**config.mk**
```make
export PLATFORM = sky130hd
export DESIGN_NAME = unidade_de_busca
export DESIGN_NICKNAME = d
export VERILOG_FILES = /design/src/rtl/busca_pkg.sv /design/src/rtl/unidade_de_busca_fila.sv /design/src/rtl/unidade_de_busca.sv
export SDC_FILE = /design/constraint.sdc
export NUM_CORES = 1
export LEC_CHECK = 0
export ABC_AREA = 1
export BUFFER_PORTS_ARGS = -buffer_cell sky130_fd_sc_hd__buf_2
export CORE_ASPECT_RATIO = 2
export CORE_UTILIZATION = 45
export CTS_CLUSTER_DIAMETER = 50
export DETAILED_ROUTE_END_ITERATION = 8
export PLACE_DENSITY = 0.74
export SETUP_SLACK_MARGIN = 0.1
export SLEW_MARGIN = 10
export SYNTH_ARGS = -nofsm -noshare
export SYNTH_HDL_FRONTEND = slang
export SYNTH_SLANG_ARGS = --single-unit
```
**constraint.sdc**
```tcl
create_clock -name clock -period 2.6 [get_ports clock]
set_input_delay 0.65 -clock clock [delete_from_list [all_inputs] [get_ports clock]]
set_output_delay 0.65 -clock clock [all_outputs]
set_load 0.1 [all_outputs]
```
**src/rtl/busca_pkg.sv**
```systemverilog
// Shared types and constants for the instruction fetch stage.
// A buffer entry packs the fetch address above the instruction word.
package busca_pkg;

    localparam int INSTR_W = 16;

    typedef enum logic [1:0] {
        ST_IDLE   = 2'd0,
        ST_RUN    = 2'd1,
        ST_HALTED = 2'd2
    } state_t;

    function automatic int entry_w(input int addr_w);
        return addr_w + INSTR_W;
    endfunction

endpackage

```
**src/rtl/unidade_de_busca_fila.sv**
```systemverilog
// Prefetch FIFO built as a shift register so the head is always entry 0.
// Vacated and flushed slots are zeroed, which makes the head read 0 when empty.
module fila_de_instrucoes #(
    parameter int DEPTH = 2,
    parameter int WIDTH = 24
) (
    input  logic                       clock,
    input  logic                       reset,
    input  logic                       push,
    input  logic                       pop,
    input  logic                       flush,
    input  logic [WIDTH-1:0]           din,
    output logic [WIDTH-1:0]           head,
    output logic [$clog2(DEPTH+1)-1:0] count
);

    localparam int CW = $clog2(DEPTH + 1);
    localparam int IW = $clog2(DEPTH);

    logic [DEPTH-1:0][WIDTH-1:0] entries_q, entries_d;
    logic [CW-1:0]               count_q, count_d;
    logic [CW-1:0]               wr_idx;
    logic                        pop_eff;

    always_comb begin
        entries_d = entries_q;
        count_d   = count_q;
        pop_eff   = pop && (count_q != '0);
        wr_idx    = count_q - CW'(pop_eff);
        if (flush) begin
            entries_d = '0;
            count_d   = '0;
        end else begin
            if (pop_eff) begin
                for (int i = 0; i < DEPTH - 1; i++) begin
                    entries_d[i] = entries_q[i+1];
                end
                entries_d[DEPTH-1] = '0;
            end
            // On a simultaneous pop the tail slot has already shifted down by one.
            if (push && (wr_idx < CW'(DEPTH))) begin
                entries_d[wr_idx[IW-1:0]] = din;
            end
            count_d = count_q + CW'(push) - CW'(pop_eff);
        end
    end

    always_ff @(posedge clock or posedge reset) begin
        if (reset) begin
            entries_q <= '0;
            count_q   <= '0;
        end else begin
            entries_q <= entries_d;
            count_q   <= count_d;
        end
    end

    assign head  = entries_q[0];
    assign count = count_q;

endmodule

```
**src/rtl/unidade_de_busca.sv**
```systemverilog
// Instruction fetch stage: PC, one outstanding read to a synchronous memory,
// and a prefetch FIFO offered to the processor through valid/take.
module unidade_de_busca
    import busca_pkg::*;
#(
    parameter int ADDR_W = 8,
    parameter int DEPTH  = 2
) (
    input  logic               clock,
    input  logic               reset,
    output logic [ADDR_W-1:0]  mem_addr,
    output logic               mem_rd,
    input  logic [INSTR_W-1:0] mem_data,
    output logic [INSTR_W-1:0] iin,
    output logic               iin_valid,
    input  logic               iin_take,
    output logic [ADDR_W-1:0]  pc_out,
    input  logic               pc_load,
    input  logic [ADDR_W-1:0]  pc_target,
    input  logic               halt,
    output state_t             state_dbg
);

    // Handshake: a head entry is consumed on a cycle where iin_valid and iin_take
    // are both 1; iin_valid never depends on iin_take in the same cycle.
    localparam int EW = entry_w(ADDR_W);
    localparam int CW = $clog2(DEPTH + 1);

    state_t              state_q, state_d;
    logic [ADDR_W-1:0]   fetch_pc_q, fetch_pc_d;
    logic                inflight_q, inflight_d;
    logic [ADDR_W-1:0]   inflight_pc_q, inflight_pc_d;

    logic [CW-1:0]       count;
    logic [EW-1:0]       head;
    logic                take;
    logic                has_room;

    assign take     = iin_take && iin_valid;
    // Space is reserved for the in-flight read so a return can never overflow.
    assign has_room = (int'(count) + int'(inflight_q)) < (DEPTH + int'(take));

    always_ff @(posedge clock or posedge reset) begin
        if (reset) begin
            state_q <= ST_IDLE;
        end else begin
            state_q <= state_d;
        end
    end

    always_comb begin
        state_d = state_q;
        case (state_q)
            ST_IDLE:   state_d = ST_RUN;
            ST_RUN:    state_d = halt ? ST_HALTED : ST_RUN;
            ST_HALTED: state_d = halt ? ST_HALTED : ST_RUN;
            default:   state_d = ST_IDLE;
        endcase
    end

    always_comb begin
        mem_rd = (state_q == ST_RUN) && !halt && !pc_load && has_room;
    end

    always_comb begin
        fetch_pc_d    = fetch_pc_q;
        inflight_d    = mem_rd;
        inflight_pc_d = inflight_pc_q;
        if (pc_load) begin
            fetch_pc_d = pc_target;
        end else if (mem_rd) begin
            fetch_pc_d    = fetch_pc_q + ADDR_W'(1);
            inflight_pc_d = fetch_pc_q;
        end
    end

    always_ff @(posedge clock or posedge reset) begin
        if (reset) begin
            fetch_pc_q    <= '0;
            inflight_q    <= 1'b0;
            inflight_pc_q <= '0;
        end else begin
            fetch_pc_q    <= fetch_pc_d;
            inflight_q    <= inflight_d;
            inflight_pc_q <= inflight_pc_d;
        end
    end

    fila_de_instrucoes #(
        .DEPTH (DEPTH),
        .WIDTH (EW)
    ) u_fila (
        .clock (clock),
        .reset (reset),
        .push  (inflight_q && !pc_load),
        .pop   (take),
        .flush (pc_load),
        .din   ({inflight_pc_q, mem_data}),
        .head  (head),
        .count (count)
    );

    assign mem_addr  = fetch_pc_q;
    assign iin_valid = (count != '0);
    assign iin       = head[INSTR_W-1:0];
    assign pc_out    = head[EW-1:INSTR_W];
    assign state_dbg = state_q;

endmodule
```
==> reports/qor.yml <==
yosys.area_share.simple: 0.333
status: "finished, final reports clean"
die_h_um: 130
hp-class: "input port to async pin"
grt_pass1_wl_um: 13200
num_rows: 46
slew_viol_final: 0
synth_top_family_by_area: "simple AND/OR/NAND/NOR gates"
placed_cells: 634
powerDensity_mw_per_mm2: 993
yosys.area_share.xor_xnor: 0.00237
clock-sinks: 69
drtAntennaViolNets: 0
syn_area_per_cell_um2: 7.20
insertion_delay_ns: 0.33
dieWidth_um: 66.1
setup_tns_ns: 0
preCtsSetupSlack_ns: 0.467
finalHoldViolations: 0
clockRootBuffer: "clkbuf_16"
fillers: 781
netlist_instances: 513
synth_nets: 549
grt_max_degree: 61
drtIter0Drc: 235
vias_per_cell: 4.89
vias: 3171
clk_path_buf_depth: 2
antennaDiodeCount: 0
required_ns: 1.95
port_buffers: 64
rsz0062_at_grt: "false"
worst_clock_skew_ns: 0.00378
synth_mux_area_frac: 0
wl_per_cell_um: 12.2
critPathMaxStageDelay_ns: 0.43
final_nets: 585
worstPathArrival_ns: 1.75
synth_cell_types: 19
ys_ff_latch: 69
ys_warn_count: 0
crit_buf_inv: 2
drive_gt1_frac: 0.174
register_area_mm2: 0.00173
yosys.area_share.adder: 0.0237
cp-start-kind: "flip-flop"
antenna_found_initial: 0
wl_um: 7920
fin_crit_sh: 0.923
die_area_mm2: 0.00860
worst_ir_drop_vdd_v: 0.000660
gp_congestion: 0.790
crit_fanout: 5
critPathKind: "flip-flop to output pin"
cp_common_cell: "ha_1"
min_period_ns: 2.40
worst_pin_slew_ns: 0.579
setup_ws_ns: 0.201
cts_tree: "done"
postLayoutCoreUtil: 0.535
ctsHoldBuffers: 0
p_leak_nw: 2.40
multi_input_area_mm2: 0.00154
cap_violations: 0
layout_common_cells: "nand2_1 (169), nor2_1 (100), dfrtp_1 (67), buf_2 (63), nand3_1 (38)"
grt_pass1_vias: 2965
cp-end-kind: "output pin"
syn_area_mm2: 0.00369
dp_hpwl_um: 5170
path_delay_family: "flip-flops"
synth_seq_area_share: 0.467
firstDrtPassIters: 4
finalSetupViolations: 0
pin_count: 65
synth_compound_area_frac: 0.0552
clk_pin_slew_worst_paths_ns: 0.05
path_cells: "ha_1, ha_1, inv_1, nand4_1, a21oi_4, buf_12"
whs_ns: 0.382
grt_overflow: 0
final_common_cell: "nand2_1"
cts-htree-levels: 3
syn_to_final_growth_pct: 15.1
clock.fmax_ghz: 0.417
ff2ff_setup_slack_ns: 0.78
instances_no_fill: 648
drc: 0
relSlewSlack: 0.613
grt.total_usage: 0.202
cp_slowest_cell: "dfrtp_2"
core-area_mm2: 0.00794
initial_core_util: 0.465
cts_buffers: 9
## sequential cells by signal (all words and copies together) (netlist names)
signal,cells
mem_addr,8
state_dbg,2
inflight_pc_q,8
u_fila.count,2
inflight_q,1
u_fila.head,24
u_fila.entries_q,24
## per-stage QoR
| step | power (mW) | area [µm²] |
|---|---|---|
| finish | 4.22 | 4250 |
| global route | 4.44 | 4250 |
| CTS | 4.27 | 4250 |
| detailed placement | 3.02 | 3950 |
| global placement | 2.98 | 3950 |
| floorplan | 2.77 | 3710 |
## report_power, final
part / internal [mW] / total [mW] / switching (mW)
Combinational: 0.327 / 1.61 / 1.28
Sequential: 1.25 / 1.39 / 0.145
Clock: 0.810 / 1.22 / 0.410
## cells in the mapped netlist
cell,instances,area (µm²)
a21oi_1,2,10.0
a21oi_2,1,8.76
buf_2,13,65.1
buf_4,26,195
buf_6,1,11.3
clkbuf_1,9,33.8
clkinv_1,1,3.75
dfrtp_1,69,1730
ha_1,7,87.6
inv_1,32,120
inv_2,2,7.51
nand2_1,169,634
nand2_2,2,12.5
nand3_1,39,195
nand4_1,2,12.5
nor2_1,100,375
o21ai_0,28,140
o21ai_1,9,45.0
xnor2_1,1,8.76
## layer usage
metal,share of wire,vias to the layer above,track usage
li1,-,1624,-
met1,0.40,1459,0.211
met2,0.54,72,0.369
met3,0.040,16,0.0498
met4,0.021,0,0.0889
met5,0,-,0
## cell families after synthesis
| kind of cell | after synthesis |
|---|---|
| AO/OA/AOI/OAI | 40 |
| AND/OR/NAND/NOR | 312 |
| adder cells (fa/ha/maj) | 7 |
| XOR/XNOR | 1 |
| flip-flops | 69 |
| buffers and inverters | 84 |
## worst paths after layout
kind	from	endpoint	cells past startpoint
worst max register to register	u_fila.count[0]	mem_addr[1]	9
worst max-delay path	u_fila.count[0]	mem_rd	6
min in group clock	inflight_pc_q[3]	inflight_pc_q[3]	2
worst min-delay path	reset	u_fila.head[3]	2
worst min register to register	inflight_pc_q[3]	inflight_pc_q[3]	2
max in group asynchronous	reset	state_dbg[0]	3
## final cells by class
cell class	instances	share of cell area
sequential	69	0.407
multi-input combinational	360	0.363
timing repair buffer	74	0.0995
clock buffer	13	0.0636
inverter	35	0.0318
tap	96	0.0283
clock inverter	1	0.00707
## what timing repair did
action	CTS	global route
endpoints found under the setup margin	0	1
resized for setup	0	1
setup buffers	0	0
Note: power is estimated with default switching activity, not from simulation.
